===== src/rtl/rptr_empty.sv =====
// rptr_empty: read-domain control half of an asynchronous FIFO.
// Brings the Gray write pointer into rclk through a two-flop synchronizer,
// keeps the binary and Gray read pointers, and flags empty and underflow.
// Optional feature macro RPTR_LEVEL_EN: when defined, the occupancy level
// and the almost-empty threshold compare are built. When it is undefined,
// rlevel is tied to 0 and ralmost_empty mirrors rempty.
module rptr_empty #(
  parameter int ADDRSIZE  = 4,
  parameter int AE_THRESH = 2
) (
  input  logic                rclk,
  input  logic                rst_n,
  input  logic                rinc,
  input  logic [ADDRSIZE:0]   wptr_gray,
  output logic [ADDRSIZE-1:0] raddr,
  output logic [ADDRSIZE:0]   rptr_gray,
  output logic                rempty,
  output logic                ralmost_empty,
  output logic [ADDRSIZE:0]   rlevel,
  output logic                runderflow
);

  logic [ADDRSIZE:0] wq1;
  logic [ADDRSIZE:0] wq2;
  logic [ADDRSIZE:0] rbin;
  logic [ADDRSIZE:0] rbin_next;
  logic [ADDRSIZE:0] rgray_next;
  logic              accept;

  // Two-flop synchronizer for the write pointer; only wq2 feeds any logic.
  always_ff @(posedge rclk) begin
    if (!rst_n) begin
      wq1 <= '0;
      wq2 <= '0;
    end else begin
      wq1 <= wptr_gray;
      wq2 <= wq1;
    end
  end

  // Next read pointer: advance only on a read that is not blocked by empty.
  always_comb begin
    accept     = rinc & ~rempty;
    rbin_next  = rbin + {{ADDRSIZE{1'b0}}, accept};
    rgray_next = (rbin_next >> 1) ^ rbin_next;
  end

  // Pointer, empty and sticky underflow registers. Empty compares the new
  // read pointer against the write pointer already held in wq2.
  always_ff @(posedge rclk) begin
    if (!rst_n) begin
      rbin       <= '0;
      rptr_gray  <= '0;
      rempty     <= 1'b1;
      runderflow <= 1'b0;
    end else begin
      rbin      <= rbin_next;
      rptr_gray <= rgray_next;
      rempty    <= (rgray_next == wq2);
      if (rinc && rempty) begin
        runderflow <= 1'b1;
      end
    end
  end

  assign raddr = rbin[ADDRSIZE-1:0];

`ifdef RPTR_LEVEL_EN
  localparam logic [ADDRSIZE:0] AE_LIMIT = AE_THRESH[ADDRSIZE:0];

  logic [ADDRSIZE:0] wbin;
  logic [ADDRSIZE:0] level_next;

  // Gray-to-binary of the synchronized write pointer, then the occupancy
  // after this edge's read (modulo pointer width, so wrap is handled).
  always_comb begin
    wbin = '0;
    for (int i = 0; i <= ADDRSIZE; i++) begin
      wbin[i] = ^(wq2 >> i);
    end
    level_next = wbin - rbin_next;
  end

  // Registered level and almost-empty so outputs have no input-to-output path.
  always_ff @(posedge rclk) begin
    if (!rst_n) begin
      rlevel        <= '0;
      ralmost_empty <= 1'b1;
    end else begin
      rlevel        <= level_next;
      ralmost_empty <= (level_next <= AE_LIMIT);
    end
  end
`else
  assign rlevel        = '0;
  assign ralmost_empty = rempty;
`endif

endmodule


===== config.mk =====
export PLATFORM = sky130hd
export DESIGN_NAME = rptr_empty
export DESIGN_NICKNAME = d
export VERILOG_FILES = /design/src/rtl/rptr_empty.sv
export SDC_FILE = /design/constraint.sdc
export NUM_CORES = 1
export LEC_CHECK = 0
export CAP_MARGIN = 30
export CORE_MARGIN = 2
export CORE_UTILIZATION = 44
export DETAILED_ROUTE_END_ITERATION = 8
export GPL_TIMING_DRIVEN = 0
export PLACE_DENSITY_LB_ADDON = 0.1
export REMOVE_ABC_BUFFERS = 1
export SLEW_MARGIN = 15
export SYNTH_ARGS = -nofsm -noshare
export SYNTH_HDL_FRONTEND = slang
export SYNTH_SLANG_ARGS = --single-unit

===== constraint.sdc =====
create_clock -name rclk -period 2.82 [get_ports rclk]
set_clock_uncertainty 0.1 [all_clocks]
set_input_delay 0.846 -clock rclk [delete_from_list [all_inputs] [get_ports rclk]]
set_output_delay 0.846 -clock rclk [all_outputs]
set_load 0.02 [all_outputs]

Yosys cells after proc, flatten, opt, wreduce, memory -nomap -nowiden:

Index checks and enable logic that the tools add are counted.
Widths: inputs -> output; s select.

* add/sub/neg operators: 1
* bitwise operators: 3
* reduce and logical (&&, ||, !) cells: 1
* equal/unequal tests: 1

Operator list (number)
* $add 5x1->5: 1
* $eq 5x5->1: 1
* $xor 4x5->5: 1
* $and 1x1->1: 1
* $logic_and 1x1->1: 1
* $not 1->1: 1

* bits of input ports: 8
* output and inout bits: 17
* register bits: 22
* word-level logic and storage cells: 12

Depth between registers and ports, before layout:

* word-level depth: 5
* depth in mapped cells: 8
* depth with buffers taken out: 8

Least setup slack after synthesis:

OpenSTA, ideal clock, no wires.

* path type: in2reg
* start: input rinc
* end: register rempty, in the netlist ralmost_empty
* stages on the path: 8
* arrival: 2.159 ns
* path slack: 0.476 ns
* setup time: 0.084 ns
* data required time: 2.636 ns
* path buffers: 0
* cells stage by stage: nor2b_1 > ha_1 > ha_1 > nand3_1 > xor2_1 > nor2b_1 > mux2i_1 > o31ai_2

* word-level cells in the longest chain between the ends: 4

Ends and longest elaborated chain
* start: declaration: RTL line 13 `input logic rinc,`
* $and 1x1->1: RTL line 43 `accept = rinc & ~rempty;`
* $add 5x1->5: RTL line 44 `rbin_next = rbin + {{ADDRSIZE{1'b0}}, accept};`
* $xor 4x5->5: RTL line 45 `rgray_next = (rbin_next >> 1) ^ rbin_next;`
* $eq 5x5->1: RTL line 59 `rempty <= (rgray_next == wq2);`
* end signal: assignment: RTL line 59
* end: declaration: RTL line 17 `output logic rempty,`

Every way passes these cells.
A chain may end at the register's enable or synchronous reset.

Worst setup path in the final report:

Same ends and word-level chain as after synthesis.

==> impl_table.tex <==
\begin{tabular}{lr}
\hline
Metric & Value \\
\hline
\multicolumn{2}{l}{\textbf{Status}} \\
\quad Status & finished, final reports clean \\
\multicolumn{2}{l}{\textbf{Routing}} \\
\quad Violation count after the first detailed-route iteration & 7 \\
\quad Via count & 520 \\
\quad Detailed-router iteration count before antenna repair & 4 \\
\quad Antenna-violating nets left & 0 \\
\quad Routed wire per std cell & 8.287 µm \\
\quad Total wire length after detailed routing & 1011 µm \\
\quad Vias per cell & 4.262 \\
\quad DRC violations left & 0 \\
\multicolumn{2}{l}{\textbf{Floorplan}} \\
\quad Horizontal die dimension & 47.55 µm \\
\quad Core area & 0.001764 mm² \\
\quad Row count & 15 \\
\quad Vertical die dimension & 47.55 µm \\
\quad Initial cell density of the core & 47.30\% \\
\quad Io pins & 25 \\
\quad Die outline area & 0.002261 mm² \\
\multicolumn{2}{l}{\textbf{Global route}} \\
\quad Wire length of the first global-routing pass & 1669 µm \\
\quad Vias in the first global route & 414 \\
\quad Number of antenna violations at the first check in global routing & 0 \\
\quad Combined global-route utilization of all metal layers & 11.30\% \\
\quad Total gr overflow & 0 \\
\quad Pin count of the biggest net entering global routing & 22 \\
\multicolumn{2}{l}{\textbf{Clock tree}} \\
\quad Clock tree buffer depth & 2 \\
\quad Clock transition at path regs & 0.10 ns \\
\quad Post-CTS Setup Bufs & 0 \\
\quad Buffer type at the clock tree root & sky130\_fd\_sc\_hd\_\_clkbuf\_4 \\
\quad TritonCTS clock tree & done \\
\quad Sinks on Clock Net & 21 \\
\quad CTS H-Tree Depth & 1 \\
\quad Clock network latency to the later pin of the worst-skew pair & 0.30 ns \\
\quad TritonCTS Buffers & 3 \\
\multicolumn{2}{l}{\textbf{STA}} \\
\quad Setup repair after global routing missed its margin & false \\
\quad Final critical-path share of the clock period & 91.69\% \\
\quad Final Max Tran Viols & 0 \\
\quad Final Hold Slack & 0.3415 ns \\
\quad Max Freq & 0.3867 GHz \\
\quad Actual transition at the worst max-transition pin & 0.5473 ns \\
\quad Min Tclk post-route & 2.586 ns \\
\quad Final setup vio count & 0 \\
\quad Setup TNS & 0 ns \\
\quad Relative slew slack & 63.40\% \\
\quad Final hold violation count & 0 \\
\multicolumn{2}{l}{\textbf{Pwr}} \\
\quad Power Total & 0.0005395 W \\
\quad Static leakage & 0.4249 nW \\
\quad Total power per unit cell area & 511.4 mW/mm² \\
\quad Peak supply drop & 0.0003293 V \\
\multicolumn{2}{l}{\textbf{Critical path}} \\
\quad Slack of the worst reg-to-reg path & 0.93 ns \\
\quad Cells along the critical path & clkdlybuf4s50\_1 -> nor2b\_1 -> ha\_1 -> ha\_2 -> nand3\_1 -> xor2\_2 -> nor2b\_1 -> mux2i\_1 -> o31ai\_2 \\
\quad Family with the most delay on the worst path & buffers and inverters \\
\quad Dominant cell type by count on the critical path & sky130\_fd\_sc\_hd\_\_nor2b\_1 \\
\quad Buf/Inv on CP & 1 \\
\quad Critical path's largest stage delay & 0.47 ns \\
\quad Critical path class & primary input to flop \\
\quad Required time of the worst setup path & 2.94 ns \\
\quad Critical path arrival & 2.71 ns \\
\quad Endpoint of the worst-slack reg-to-reg timing path & ralmost\_empty \\
\quad Kind of end point of the critical path & flop \\
\quad Cell type of the slowest stage on the worst timing path & sky130\_fd\_sc\_hd\_\_clkdlybuf4s50\_1 \\
\quad R2R cell count & 8 \\
\quad Maximum fanout along the worst path & 4 \\
\quad Crit start category & primary input \\
\quad Startpoint of the lowest-slack register-to-register path & ralmost\_empty \\
\multicolumn{2}{l}{\textbf{Yosys}} \\
\quad Library cell occupying the most area in the post-synthesis netlist & sky130\_fd\_sc\_hd\_\_dfxtp\_1 \\
\quad Distinct cell type count after synthesis & 20 \\
\quad Share of Yosys cell area claimed by the top area cell type & 50.37\% \\
\quad Register area share after synthesis & 50.37\% \\
\quad Ranking of synthesized cells by area & sky130\_fd\_sc\_hd\_\_dfxtp\_1, sky130\_fd\_sc\_hd\_\_and2\_1, sky130\_fd\_sc\_hd\_\_xor2\_1, sky130\_fd\_sc\_hd\_\_buf\_4, sky130\_fd\_sc\_hd\_\_nor2b\_1 \\
\quad Post-Syn Area & 834.6 µm² \\
\quad Synth Register Bits & 21 \\
\quad Syn\_area\_per\_cell & 10.70 µm² \\
\quad Cell count after synthesis & 78 \\
\quad Total number of yosys warnings & 0 \\
\multicolumn{2}{l}{\textbf{Place}} \\
\quad Port-buffer cells & 19 \\
\quad Total placed cells including tap cells & 118 \\
\quad Routability congestion estimate from global placement & 0.7588 \\
\multicolumn{2}{l}{\textbf{Layout}} \\
\quad Layout cells sized above 1 & 10.31\% \\
\quad Layout-stage area growth over the synthesis result & 26.39\% \\
\quad Number of nets at the end of the flow & 108 \\
\quad Commonest cells after routing, fill and taps aside & sky130\_fd\_sc\_hd\_\_dfxtp\_1, sky130\_fd\_sc\_hd\_\_clkdlybuf4s50\_1, sky130\_fd\_sc\_hd\_\_and2\_1 \\
\quad Most common cell after layout, fill and taps aside & sky130\_fd\_sc\_hd\_\_dfxtp\_1 \\
\quad Antenna diode instance count & 0 \\
\quad Final design utilization & 59.79\% \\
\quad Post-layout instance count excluding filler cells & 122 \\
\multicolumn{2}{l}{\textbf{Min path}} \\
\quad Hold-critical path depth & 1 \\
\quad Startpoint of the lowest-slack hold path & wq1[1] \\
\quad Min-Delay Endpoint & wq2[1] \\
\quad Worst min-delay path class & flop to flop \\
\multicolumn{2}{l}{\textbf{Flow run}} \\
\quad Max capacitance violation total & 0 \\
\hline
\end{tabular}
## worst max path at each step
stage | startpoint | to | slack (ns) | depth (start not counted)
final | rinc | ralmost_empty | 0.23 | 9
after detailed placement | rinc | ralmost_empty | -0.21 | 9
after global routing | rinc | ralmost_empty | 0.04 | 9
after CTS | rinc | ralmost_empty | 0.11 | 9
after floorplan | rinc | ralmost_empty | 0.47 | 8
after global placement | rinc | ralmost_empty | -0.17 | 9
## metrics by stage
stage | instance area [µm²] | worst slack, ns
floorplan | 797.0 | 0.4676
global placement | 1018 | -0.1741
detailed placement | 1018 | -0.2091
CTS | 1045 | 0.1061
global route | 1055 | 0.03542
finish | 1055 | 0.2342
## what timing repair did
| item | 4_1_cts | 5_1_grt |
|---|---|---|
| gates resized for setup | 0 | 2 |
| hold buffers | 0 | 0 |
| setup endpoints to repair | 0 | 1 |
## per-layer routing
metal | part of all wire, % | global-route usage (%)
met2 | 45 | 16.49
met1 | 42 | 13.43
met3 | 8.3 | 3.396
met4 | 3.8 | 9.730
met5 | 0 | 0
## flip-flops by register name, indices dropped and copies added (netlist names)
name           count
wq2                5
runderflow         1
rptr_gray          5
rbin               4
wq1                5
ralmost_empty      1
## kinds of logic after synthesis
family                     Yosys count  synth area share, %
xor gates and xnor gates            12                14.39
AOI/OAI and AO/OA                    3                2.698
DFF                                 21                50.37
buffers and inverters                8                6.297
adders and majority gates            2                2.998
other                                1               0.4493
and+or+nand+nor                     30                21.59
muxes                                1                1.199
## where the power goes
group	total [W]	internal, W	switching, W
registers	0.000317	0.000311	0.00000617
logic	0.0000824	0.0000426	0.0000398
clock network	0.000140	0.0000552	0.0000845
## cells in the mapped netlist
| cell type | count |
|---|---|
| sky130_fd_sc_hd__a21oi_1 | 2 |
| sky130_fd_sc_hd__and2_1 | 15 |
| sky130_fd_sc_hd__and2_2 | 1 |
| sky130_fd_sc_hd__and2b_1 | 1 |
| sky130_fd_sc_hd__buf_4 | 6 |
| sky130_fd_sc_hd__clkbuf_1 | 2 |
| sky130_fd_sc_hd__conb_1 | 1 |
| sky130_fd_sc_hd__dfxtp_1 | 21 |
| sky130_fd_sc_hd__ha_1 | 2 |
| sky130_fd_sc_hd__mux2i_1 | 1 |
| sky130_fd_sc_hd__nand2_1 | 3 |
| sky130_fd_sc_hd__nand3_1 | 1 |
| sky130_fd_sc_hd__nand3_2 | 1 |
| sky130_fd_sc_hd__nor2_1 | 2 |
| sky130_fd_sc_hd__nor2b_1 | 6 |
| sky130_fd_sc_hd__o31ai_2 | 1 |
| sky130_fd_sc_hd__xnor2_1 | 4 |
| sky130_fd_sc_hd__xnor2_2 | 1 |
| sky130_fd_sc_hd__xor2_1 | 6 |
| sky130_fd_sc_hd__xor2_2 | 1 |
## cell type report
class / instances / area [µm²]
multi-input cells: 53 / 386.6
flip-flops and latches: 21 / 420.4
well taps: 25 / 31.28
repair buffers: 19 / 190.2
fillers: 168 / 709.4
clock buffers: 4 / 26.28
No activity file was read; power rests on OpenSTA's default activity.
